File: config.mk
export PLATFORM = sky130hd
export DESIGN_NAME = sid_voice_out
export DESIGN_NICKNAME = d
export VERILOG_FILES = /design/src/rtl/sid_voice_out.sv
export SDC_FILE = /design/constraint.sdc
export NUM_CORES = 1
export LEC_CHECK = 0
export BUFFER_PORTS_ARGS = -buffer_cell sky130_fd_sc_hd__buf_2
export CAP_MARGIN = 20
export CORE_UTILIZATION = 56
export CTS_BUF_LIST = sky130_fd_sc_hd__clkbuf_4
export CTS_CLUSTER_DIAMETER = 50
export CTS_CLUSTER_SIZE = 28
export DETAILED_ROUTE_END_ITERATION = 8
export PLACE_DENSITY = 0.78
export SYNTH_ARGS = -nofsm -noshare
export SYNTH_HDL_FRONTEND = slang
export SYNTH_SLANG_ARGS = --single-unit
File: constraint.sdc
create_clock -name clk -period 1.5 [get_ports clk]
set_input_delay 0.225 -clock clk [delete_from_list [all_inputs] [get_ports clk]]
set_output_delay 0.225 -clock clk [all_outputs]
set_load 0.05 [all_outputs]
File: src/rtl/sid_voice_out.sv
// SID per-voice waveform generator and envelope multiplier.
// Time-multiplexed, one voice per clock, fixed one-cycle latency.
module sid_voice_out (
  input  logic        clk,
  input  logic        rst,
  input  logic        model,
  input  logic [23:0] acc,
  input  logic [22:0] noise,
  input  logic [11:0] pw,
  input  logic [3:0]  wave_sel,
  input  logic        test,
  input  logic        ring_mod,
  input  logic        ring_msb,
  input  logic [7:0]  env,
  output logic [7:0]  osc_o,
  output logic [23:0] voice_o
);

  localparam int unsigned WAVE_W = 12;
  localparam int unsigned CTR_W  = 14;
  localparam int unsigned PROD_W = 23;
  localparam int unsigned OUT_W  = 24;

  logic [WAVE_W-1:0]        saw;
  logic [WAVE_W-1:0]        tri_w;
  logic [WAVE_W-1:0]        pulse;
  logic [WAVE_W-1:0]        nse;
  logic [WAVE_W-1:0]        wave;
  logic                     tmsb;
  logic signed [CTR_W-1:0]  centered;
  logic signed [PROD_W-1:0] prod;

  // Waveform selection and DC-offset-corrected envelope multiply
  always_comb begin
    saw   = acc[23:12];
    tmsb  = acc[23] ^ (ring_mod & ~ring_msb);
    tri_w = {acc[22:12] ^ {11{tmsb}}, 1'b0};
    pulse = (test || (saw >= pw)) ? 12'hFFF : 12'h000;
    nse   = {noise[22], noise[20], noise[16], noise[13],
             noise[11], noise[7],  noise[4],  noise[2], 4'b0000};

    wave = 12'hFFF;
    if (wave_sel[0]) wave = wave & tri_w;
    if (wave_sel[1]) wave = wave & saw;
    if (wave_sel[2]) wave = wave & pulse;
    if (wave_sel[3]) wave = wave & nse;
    if (wave_sel == 4'b0000) wave = 12'h000;

    centered = $signed({2'b00, wave}) - (model ? 14'sd2048 : 14'sd896);
    prod     = PROD_W'(centered) * PROD_W'($signed({1'b0, env}));
  end

  always_ff @(posedge clk or posedge rst) begin
    if (rst) begin
      osc_o   <= 8'h00;
      voice_o <= 24'h000000;
    end else begin
      osc_o   <= wave[11:4];
      voice_o <= OUT_W'(prod);
    end
  end

endmodule

==> results of run 1 <==
==> cells in the final DEF, fill, tap and decap left out, types with 13 or more instances in the layout <==
cell / netlist / layout
a21oi_2: 1 / 14
and2_1: 22 / 21
and3_1: 15 / 13
buf_2: 1 / 74
buf_4: 2 / 146
buf_6: 2 / 33
dfrtp_1: 30 / 30
fa_1: 84 / 75
ha_1: 61 / 37
ha_4: 0 / 23
inv_1: 140 / 112
inv_2: 1 / 27
nand2_1: 57 / 46
nand2b_1: 23 / 20
nor2_1: 31 / 22
nor3_1: 31 / 19
xor2_1: 17 / 16
==> worst max-delay path: cells and delay by family <==
family | cells | cell delay (ps)
adder cells (fa/ha/maj) | 8 | 3020
AO/OA/AOI/OAI | 10 | 1940
AND/OR/NAND/NOR | 5 | 680
buffers and inverters | 8 | 650
==> kinds of logic after synthesis <==
family	Yosys count
simple gates	219
buf+inv	167
fa+ha+maj	145
compound gates	107
xor+xnor	33
flops	30
mux	9
==> repair_timing <==
item	in CTS	in global routing
pin swaps	64	66
hold endpoints to repair	30	0
resized for setup	86	82
setup buffers	21	17
hold buffers	1	0
setup endpoints to repair	26	26
==> per-stage QoR <==
step | area (µm²) | worst slack, ps | setup TNS (ps) | cells
floorplan | 6660 | -4570 | -70040 | 710
global placement | 8260 | -4690 | -80970 | 1051
detailed placement | 8260 | -4930 | -84520 | 1051
CTS | 8870 | -4360 | -69370 | 1075
global route | 9370 | -4850 | -78110 | 1091
finish | 9370 | -4760 | -76870 | 1091
==> worst paths after layout <==
check | end
min in group asynchronous | voice_o[6]
max | voice_o[20]
min | osc_o[5]
max in group asynchronous | osc_o[6]
==> cell type report <==
| class | instances | area, µm² | area share, % |
|---|---|---|---|
| Clock inverter | 2 | 33.8 | 0.360 |
| Inverter | 141 | 547 | 5.83 |
| Clock buffer | 5 | 37.5 | 0.400 |
| Sequential cell | 30 | 751 | 8.01 |
| Timing Repair Buffer | 264 | 2040 | 21.8 |
| Tap cell | 136 | 170 | 1.82 |
| Multi-Input combinational cell | 513 | 5790 | 61.8 |
==> layer usage <==
layer / part of all wire [%] / wire length [µm]
met2: 50 / 12400
met5: 0 / 0
met3: 7.1 / 1760
met4: 9.5 / 2340
met1: 33 / 8260
==> registers in the layout, summed over array words and instances, names as in the netlist <==
register,cells
osc_o,8
voice_o,22
==> metrics.txt, run 1 <==
# TYPE chip_impl_metric gauge
chip_impl_metric{name="cell_count_after_synthesis",unit=""} 710
chip_impl_metric{name="global_route.usage.met2",unit="%"} 69.8
chip_impl_metric{name="muxShareOfSynthArea",unit="%"} 1.61
chip_impl_metric{name="worstPathArrival",unit="ps"} 6540
chip_impl_metric{name="first_global_vias",unit=""} 7071
chip_impl_metric{name="syn_avg_cell_area",unit="µm²"} 8.51
chip_impl_metric{name="antenna_found_initial",unit=""} 0
chip_impl_metric{name="post_synth_instance_area",unit="mm²"} 0.00604
chip_impl_metric{name="cts.sinks",unit=""} 30
chip_impl_metric{name="setup_viol",unit=""} 30
chip_impl_metric{name="finalWeightedCongestion",unit=""} 0.893
chip_impl_metric{name="std_cell_rows",unit=""} 37
chip_impl_metric{name="wire_length_of_the_first_global_routing_pass",unit="µm"} 32800
chip_impl_metric{name="path_max_fanout",unit=""} 5
chip_impl_metric{name="ys_async_sr_fraction",unit="%"} 100
chip_impl_metric{name="final_net_count",unit=""} 1177
chip_impl_metric{name="fraction_of_the_mapped_netlist_area_in_compound_gates",unit="%"} 11.7
chip_impl_metric{name="global_route.usage.met3",unit="%"} 7.54
chip_impl_metric{name="period_needed",unit="ps"} 6260
chip_impl_metric{name="slowest_delay",unit="ps"} 550
chip_impl_info{name="master_of_the_slowest_instance_on_the_critical_path",value="fa_1"} 1
chip_impl_metric{name="buffer_ports.inserted",unit=""} 81
chip_impl_info{name="type_of_destination_of_the_critical_path",value="flop"} 1
chip_impl_metric{name="grt.met1_usage",unit="%"} 39.1
chip_impl_info{name="setup.worst_path.class",value="input pin to flop"} 1
chip_impl_metric{name="synthesis_to_layout_area_growth",unit="%"} 55.1
chip_impl_metric{name="drc",unit=""} 0
chip_impl_metric{name="avgViaCountPerCell",unit=""} 6.25
chip_impl_metric{name="fillerInstances",unit=""} 412
chip_impl_metric{name="hold_path_depth",unit=""} 3
chip_impl_metric{name="io_pins",unit=""} 109
chip_impl_metric{name="synthDistinctLibCells",unit=""} 49
chip_impl_metric{name="synth_fp_nets",unit=""} 932
chip_impl_info{name="crit_top_cell",value="fa_1"} 1
chip_impl_metric{name="dr.pass1.iters",unit=""} 6
chip_impl_metric{name="fin_worst_hold_slack",unit="ps"} 258
chip_impl_info{name="ys_top_cells_by_area",value="fa_1, ha_1, dfrtp_1"} 1
chip_impl_metric{name="synth_top_area_share",unit="%"} 27.8
chip_impl_metric{name="yosys_warnings",unit=""} 0
chip_impl_metric{name="timing_max_transition_violations_final",unit=""} 0
chip_impl_info{name="synth_most_common_cell",value="inv_1"} 1
chip_impl_metric{name="groute.usage.overall",unit="%"} 37.6
chip_impl_info{name="grt_setup_unrepaired",value="true"} 1
chip_impl_metric{name="final_ws_setup",unit="ps"} -4760
chip_impl_metric{name="synth_xor_area_share",unit="%"} 5.13
chip_impl_metric{name="iter_0_drt_violations",unit=""} 576
chip_impl_metric{name="max_freq",unit="MHz"} 160
chip_impl_metric{name="dieHeight",unit="µm"} 106
chip_impl_metric{name="timing_hold_violations_final",unit=""} 0
chip_impl_info{name="tritoncts",value="built"} 1
chip_impl_metric{name="placeableCoreArea",unit="mm²"} 0.0104
chip_impl_metric{name="fin_util",unit="%"} 90.0
chip_impl_metric{name="drt-total-wl",unit="µm"} 24800
chip_impl_metric{name="synthAdderAreaFrac",unit="%"} 40.4
chip_impl_info{name="status",value="finished with violations"} 1
chip_impl_metric{name="ctsLongestPathBuffers",unit=""} 2
chip_impl_metric{name="cts_buffers",unit=""} 5
chip_impl_metric{name="wl_per_cell",unit="µm"} 22.7
chip_impl_info{name="synth_top_flop_cell",value="dfrtp_1"} 1
chip_impl_metric{name="ant_nets",unit=""} 0
chip_impl_info{name="main_combinational_cell_family_by_area_after_synthesis",value="adder cells"} 1
chip_impl_metric{name="relSlewSlack",unit="%"} 47.0
chip_impl_metric{name="cts.htree.levels",unit=""} 2
chip_impl_info{name="gr-max-usage-layer",value="met2"} 1
chip_impl_info{name="critical_path.startpoint_type",value="input pin"} 1
chip_impl_metric{name="postSynthRegisterBits",unit=""} 30
chip_impl_metric{name="grt_overflow_total",unit=""} 0
chip_impl_metric{name="drv_cap",unit=""} 0
chip_impl_info{name="root_buffer",value="clkbuf_4"} 1
chip_impl_metric{name="num_antenna_cells",unit=""} 0
chip_impl_info{name="failed_checks",value="negative setup slack"} 1
chip_impl_metric{name="worst_ep_required_time",unit="ps"} 1780
chip_impl_info{name="startpoint",value="acc[12]"} 1
chip_impl_metric{name="total_via_count_in_the_routed_design",unit=""} 6822
chip_impl_metric{name="final_min_period_over_clock_period",unit="%"} 418
chip_impl_metric{name="post_route_cells_drive_above_1_share",unit="%"} 47.6
chip_impl_metric{name="clkSlewWorstSetupHoldPaths",unit="ps"} 120
chip_impl_metric{name="synth_edf_count",unit=""} 0
chip_impl_metric{name="place.detailed.hpwl",unit="µm"} 13800
chip_impl_metric{name="slew_at_the_pin_with_the_worst_max_slew_slack",unit="ps"} 787
chip_impl_info{name="hold_path.class",value="input pin to flop"} 1
chip_impl_info{name="hp-start",value="noise[16]"} 1
chip_impl_metric{name="design.die.area",unit="mm²"} 0.0112
chip_impl_metric{name="synth_simple_gate_area_share",unit="%"} 18.0
chip_impl_info{name="synth_common_cells",value="inv_1, fa_1, ha_1, nand2_1"} 1
chip_impl_metric{name="grt_max_degree",unit=""} 31
chip_impl_info{name="yosysTopAreaCell",value="fa_1"} 1
chip_impl_metric{name="synth-seq-area-share",unit="%"} 12.4
chip_impl_metric{name="fp.dieW",unit="µm"} 106
chip_impl_metric{name="initial_utilization",unit="%"} 58.0
Power of run 1 is left out: the tool's default activity adds up to more than one toggle a clock period on the data nets, which glitch-free logic cannot reach.
==> run 2: changes to the inputs <==
- SKIP_LAST_GASP: default -> 1
==> run 2 against run 1 <==
The run still ends with negative setup slack left. Worst setup slack better by 130 ps. Clock-buffer cell count stayed put. Global-route usage is 0.17 points higher. Non-clock buffer count is 2 higher. Wire length is 2.6% higher. Hold slack worse by 40 ps. Sequential cell count stayed put. Core utilization is 0.30 points higher. Die area stayed put. Critical path depth stayed put. Sequential share of layout area hardly changed. Critical path type unchanged.
==> metrics.txt, run 2 (same netlist as run 1, synthesis figures left out) <==
# TYPE chip_impl_metric gauge
chip_impl_metric{name="placeableCoreArea",unit="mm²"} 0.0104
chip_impl_metric{name="ant_nets",unit=""} 0
chip_impl_metric{name="grt_max_degree",unit=""} 31
chip_impl_metric{name="finalWeightedCongestion",unit=""} 0.893
chip_impl_metric{name="num_antenna_cells",unit=""} 0
chip_impl_metric{name="cts_buffers",unit=""} 5
chip_impl_metric{name="std_cell_rows",unit=""} 37
chip_impl_info{name="hold_path.class",value="input pin to flop"} 1
chip_impl_metric{name="grt_overflow_total",unit=""} 0
chip_impl_metric{name="drc",unit=""} 0
chip_impl_metric{name="wire_length_of_the_first_global_routing_pass",unit="µm"} 32700
chip_impl_info{name="critical_path.startpoint_type",value="input pin"} 1
chip_impl_info{name="grt_setup_unrepaired",value="true"} 1
chip_impl_metric{name="groute.usage.overall",unit="%"} 37.8
chip_impl_metric{name="post_route_cells_drive_above_1_share",unit="%"} 47.5
chip_impl_metric{name="synthesis_to_layout_area_growth",unit="%"} 55.6
chip_impl_info{name="layout_top_registers",value="voice_o x22, osc_o x8"} 1
chip_impl_info{name="root_buffer",value="clkbuf_4"} 1
chip_impl_info{name="setup.worst_path.class",value="input pin to flop"} 1
chip_impl_metric{name="clkSlewWorstSetupHoldPaths",unit="ps"} 120
chip_impl_metric{name="register_area",unit="µm²"} 751
chip_impl_info{name="tritoncts",value="built"} 1
chip_impl_metric{name="place.detailed.hpwl",unit="µm"} 13800
chip_impl_info{name="crit_top_cell",value="fa_1"} 1
chip_impl_metric{name="total_via_count_in_the_routed_design",unit=""} 6833
chip_impl_metric{name="dr.pass1.iters",unit=""} 7
chip_impl_metric{name="drt-total-wl",unit="µm"} 25400
chip_impl_metric{name="worstPathArrival",unit="ps"} 6440
chip_impl_metric{name="initial_utilization",unit="%"} 58.0
chip_impl_info{name="master_of_the_slowest_instance_on_the_critical_path",value="fa_1"} 1
chip_impl_metric{name="first_global_vias",unit=""} 6999
chip_impl_info{name="layout.cells.most_common_list",value="buf_4, inv_1, fa_1"} 1
chip_impl_metric{name="antenna_found_initial",unit=""} 0
chip_impl_metric{name="period_needed",unit="ps"} 6130
chip_impl_metric{name="timing_max_transition_violations_final",unit=""} 0
chip_impl_metric{name="cts.sinks",unit=""} 30
chip_impl_info{name="layout.cells.most_common",value="buf_4"} 1
chip_impl_metric{name="setup_viol",unit=""} 25
chip_impl_metric{name="final_min_period_over_clock_period",unit="%"} 409
chip_impl_info{name="failed_checks",value="negative setup slack"} 1
chip_impl_metric{name="multi_input_comb_area",unit="mm²"} 0.00580
chip_impl_metric{name="fin_util",unit="%"} 90.3
chip_impl_metric{name="final_net_count",unit=""} 1179
chip_impl_metric{name="buffer_ports.inserted",unit=""} 81
chip_impl_metric{name="drv_cap",unit=""} 0
chip_impl_metric{name="ctsLongestPathBuffers",unit=""} 2
chip_impl_metric{name="max_freq",unit="MHz"} 163
chip_impl_metric{name="dieHeight",unit="µm"} 106
chip_impl_metric{name="cts.htree.levels",unit=""} 2
chip_impl_metric{name="fp.dieW",unit="µm"} 106
chip_impl_metric{name="iter_0_drt_violations",unit=""} 655
chip_impl_info{name="type_of_destination_of_the_critical_path",value="flop"} 1
chip_impl_info{name="register_ranked_first_by_flip_flop_count",value="voice_o"} 1
chip_impl_metric{name="relSlewSlack",unit="%"} 37.8
chip_impl_metric{name="timing_hold_violations_final",unit=""} 0
chip_impl_metric{name="design.die.area",unit="mm²"} 0.0112
chip_impl_metric{name="slew_at_the_pin_with_the_worst_max_slew_slack",unit="ps"} 923
chip_impl_metric{name="slowest_delay",unit="ps"} 540
chip_impl_metric{name="wl_per_cell",unit="µm"} 23.2
chip_impl_metric{name="path_max_fanout",unit=""} 5
chip_impl_metric{name="avgViaCountPerCell",unit=""} 6.25
chip_impl_metric{name="fillerInstances",unit=""} 414
chip_impl_metric{name="io_pins",unit=""} 109
chip_impl_metric{name="worst_ep_required_time",unit="ps"} 1810
chip_impl_metric{name="largest_reg_flops",unit=""} 22
chip_impl_metric{name="final_ws_setup",unit="ps"} -4630
chip_impl_info{name="status",value="finished with violations"} 1
[run 2: worst paths after layout]
check                      slack (ps)      start     endpoint  depth (start not counted)
max                             -4630    acc[12]  voice_o[20]                         31
min                               220  noise[16]     osc_o[5]                          3
max in group asynchronous         680        rst     osc_o[5]                          4
min in group asynchronous         480        rst  voice_o[13]                          4
[run 2: area by class of cell]
class	count	area share [%]
inverter	141	5.84
timing repair buffer	266	21.9
clock inverter	2	0.359
clock buffer	5	0.399
sequential	30	7.98
tap	136	1.81
multi-input combinational	513	61.7
[run 2: routing by layer]
layer / global-route usage (%) / vias to the layer above / wire (µm)
met5: 0 / - / 0
met4: 24.2 / 0 / 2290
met3: 8.09 / 234 / 2110
met2: 68.4 / 500 / 12500
met1: 39.6 / 3317 / 8510
li1: - / 2782 / -
[run 2: timing repair]
action	4_1_cts	5_1_grt
resized for setup	84	82
endpoints found under the hold margin	30	0
pin swaps	64	75
buffers inserted	21	20
hold buffers	1	0
endpoints found under the setup margin	26	26
[run 2: critical path, delay by kind of cell]
family          cells  cell delay [ps]
compound gates     10             1900
fa+ha+maj           8             3010
buf+inv             8              620
simple gates        5              660
[run 2: through the flow]
step                std cells  hold WS, ps  area, µm²  setup TNS, ps  setup slack [ps]
floorplan                 710          316       6660         -70040             -4570
global placement         1051          321       8260         -80970             -4690
detailed placement       1051          337       8260         -84520             -4930
CTS                      1075          275       8860         -69410             -4360
global route             1093          241       9400         -76700             -4730
finish                   1093          218       9400         -74340             -4630
Power of run 2 is left out for the same reason.
==> run 3: changes to the inputs <==
- BUFFER_PORTS_ARGS: -buffer_cell sky130_fd_sc_hd__buf_2 -> default
- CORE_UTILIZATION: 56 -> 55
- DONT_BUFFER_PORTS: default -> 1
- PLACE_DENSITY: 0.78 -> 0.68
==> run 3 against run 2 <==
The flow still finishes with violations (negative setup slack). Critical path depth fell by 1. Fmax up 5.5%. Hold slack got worse by 190 ps. Sequential cell count did not move.
==> metrics.txt, run 3 (same netlist as run 1, synthesis figures left out) <==
# TYPE chip_impl_metric gauge
chip_impl_info{name="layout_top_registers",value="voice_o x22, osc_o x8"} 1
chip_impl_metric{name="max_freq",unit="MHz"} 172
chip_impl_metric{name="path_max_fanout",unit=""} 7
chip_impl_info{name="hold_path.class",value="input pin to flop"} 1
chip_impl_metric{name="cts_buffers",unit=""} 5
chip_impl_metric{name="first_global_vias",unit=""} 6005
chip_impl_metric{name="period_needed",unit="ps"} 5810
chip_impl_metric{name="dieHeight",unit="µm"} 107
chip_impl_metric{name="groute.usage.overall",unit="%"} 31.1
chip_impl_metric{name="grt_overflow_total",unit=""} 0
chip_impl_info{name="root_buffer",value="clkbuf_4"} 1
chip_impl_info{name="setup.worst_path.class",value="input pin to flop"} 1
chip_impl_metric{name="drc",unit=""} 0
chip_impl_metric{name="worstPathArrival",unit="ps"} 6100
chip_impl_metric{name="multi_input_comb_area",unit="mm²"} 0.00567
chip_impl_metric{name="avgViaCountPerCell",unit=""} 5.60
chip_impl_metric{name="io_pins",unit=""} 109
chip_impl_metric{name="timing_hold_violations_final",unit=""} 0
chip_impl_info{name="grt_setup_unrepaired",value="true"} 1
chip_impl_metric{name="final_net_count",unit=""} 1089
chip_impl_metric{name="hold_path_depth",unit=""} 1
chip_impl_metric{name="drt-total-wl",unit="µm"} 16900
chip_impl_metric{name="synthesis_to_layout_area_growth",unit="%"} 43.2
chip_impl_metric{name="buffer_ports.inserted",unit=""} 0
chip_impl_metric{name="fp.dieW",unit="µm"} 107
chip_impl_info{name="status",value="finished with violations"} 1
chip_impl_metric{name="initial_utilization",unit="%"} 57.5
chip_impl_metric{name="setup_viol",unit=""} 23
chip_impl_info{name="register_ranked_first_by_flip_flop_count",value="voice_o"} 1
chip_impl_metric{name="wire_length_of_the_first_global_routing_pass",unit="µm"} 27900
chip_impl_metric{name="fin_util",unit="%"} 82.4
chip_impl_metric{name="final_min_period_over_clock_period",unit="%"} 387
chip_impl_metric{name="clkSlewWorstSetupHoldPaths",unit="ps"} 120
chip_impl_metric{name="design.die.area",unit="mm²"} 0.0114
chip_impl_info{name="failed_checks",value="negative setup slack"} 1
chip_impl_metric{name="antenna_found_initial",unit=""} 0
chip_impl_metric{name="drv_cap",unit=""} 0
chip_impl_info{name="tritoncts",value="built"} 1
chip_impl_metric{name="cts.htree.levels",unit=""} 2
chip_impl_metric{name="cts.sinks",unit=""} 30
chip_impl_metric{name="fin_worst_hold_slack",unit="ps"} 30.8
chip_impl_metric{name="placed_cells",unit=""} 951
chip_impl_metric{name="ctsLongestPathBuffers",unit=""} 2
chip_impl_metric{name="register_area",unit="µm²"} 751
chip_impl_metric{name="worst_ep_required_time",unit="ps"} 1790
chip_impl_metric{name="largest_reg_flops",unit=""} 22
chip_impl_metric{name="iter_0_drt_violations",unit=""} 258
chip_impl_metric{name="fin_cells",unit=""} 1003
chip_impl_metric{name="slew_at_the_pin_with_the_worst_max_slew_slack",unit="ps"} 780
chip_impl_metric{name="slowest_delay",unit="ps"} 570
chip_impl_info{name="master_of_the_slowest_instance_on_the_critical_path",value="fa_1"} 1
chip_impl_metric{name="timing_max_transition_violations_final",unit=""} 0
chip_impl_metric{name="total_via_count_in_the_routed_design",unit=""} 5621
chip_impl_metric{name="grt_max_degree",unit=""} 19
chip_impl_info{name="layout.cells.most_common",value="buf_4"} 1
chip_impl_metric{name="finalWeightedCongestion",unit=""} 0.877
chip_impl_metric{name="final_ws_setup",unit="ps"} -4310
chip_impl_metric{name="std_cell_rows",unit=""} 37
chip_impl_metric{name="fillerInstances",unit=""} 649
chip_impl_metric{name="post_route_cells_drive_above_1_share",unit="%"} 39.9
chip_impl_info{name="critical_path.startpoint_type",value="input pin"} 1
chip_impl_metric{name="placeableCoreArea",unit="mm²"} 0.0105
chip_impl_metric{name="wl_per_cell",unit="µm"} 16.9
chip_impl_metric{name="ant_nets",unit=""} 0
chip_impl_metric{name="dr.pass1.iters",unit=""} 5
chip_impl_info{name="crit_top_cell",value="fa_1"} 1
chip_impl_metric{name="num_antenna_cells",unit=""} 0
chip_impl_info{name="layout.cells.most_common_list",value="buf_4, inv_1, fa_1"} 1
chip_impl_metric{name="relSlewSlack",unit="%"} 47.4
chip_impl_metric{name="place.detailed.hpwl",unit="µm"} 12800
chip_impl_info{name="type_of_destination_of_the_critical_path",value="flop"} 1
-- run 3: area by class of cell --
cell class | count | area share [%]
Multi-Input combinational cell | 513 | 65.5
Timing Repair Buffer | 176 | 17.0
Sequential cell | 30 | 8.67
Inverter | 141 | 6.32
Tap cell | 136 | 1.97
Clock buffer | 5 | 0.434
Clock inverter | 2 | 0.116
-- run 3: path summary, 6_finish.rpt --
kind / from / slack, ps / to
min in group asynchronous: rst / 310 / osc_o[2]
worst min-delay path: env[0] / 30 / voice_o[0]
max in group asynchronous: rst / 950 / voice_o[1]
worst max-delay path: acc[12] / -4310 / voice_o[21]
-- run 3: what timing repair did --
item	CTS	global route
gates resized for setup	60	59
pin swaps	67	36
setup buffers	30	17
endpoints found under the setup margin	22	24
hold buffers	2	0
gates cloned	0	0
hold endpoints to repair	31	0
-- run 3: worst max-delay path, delay by kind of cell --
family,cells,cell delay [ps]
AND/OR/NAND/NOR,6,710
AO/OA/AOI/OAI,8,1350
XOR/XNOR,1,150
adder cells (fa/ha/maj),8,2980
buffers and inverters,7,640
-- run 3: metal layers --
layer  share of wire, %  vias to the layer above  track usage (%)
li1                   -                     2604                -
met1                 43                     2807             39.4
met2                 50                      178             54.8
met3                5.1                       32             5.11
met4                2.1                        0             8.32
met5                  0                        -                0
-- run 3: stage by stage --
step,TNS (ps),setup WS (ps),instance area [µm²]
floorplan,-70040,-4570,6660
global route,-71350,-4480,8660
finish,-67840,-4310,8660
CTS,-65880,-4160,8250
global placement,-76790,-4760,7660
detailed placement,-78620,-4880,7660
Power of run 3 is left out for the same reason.
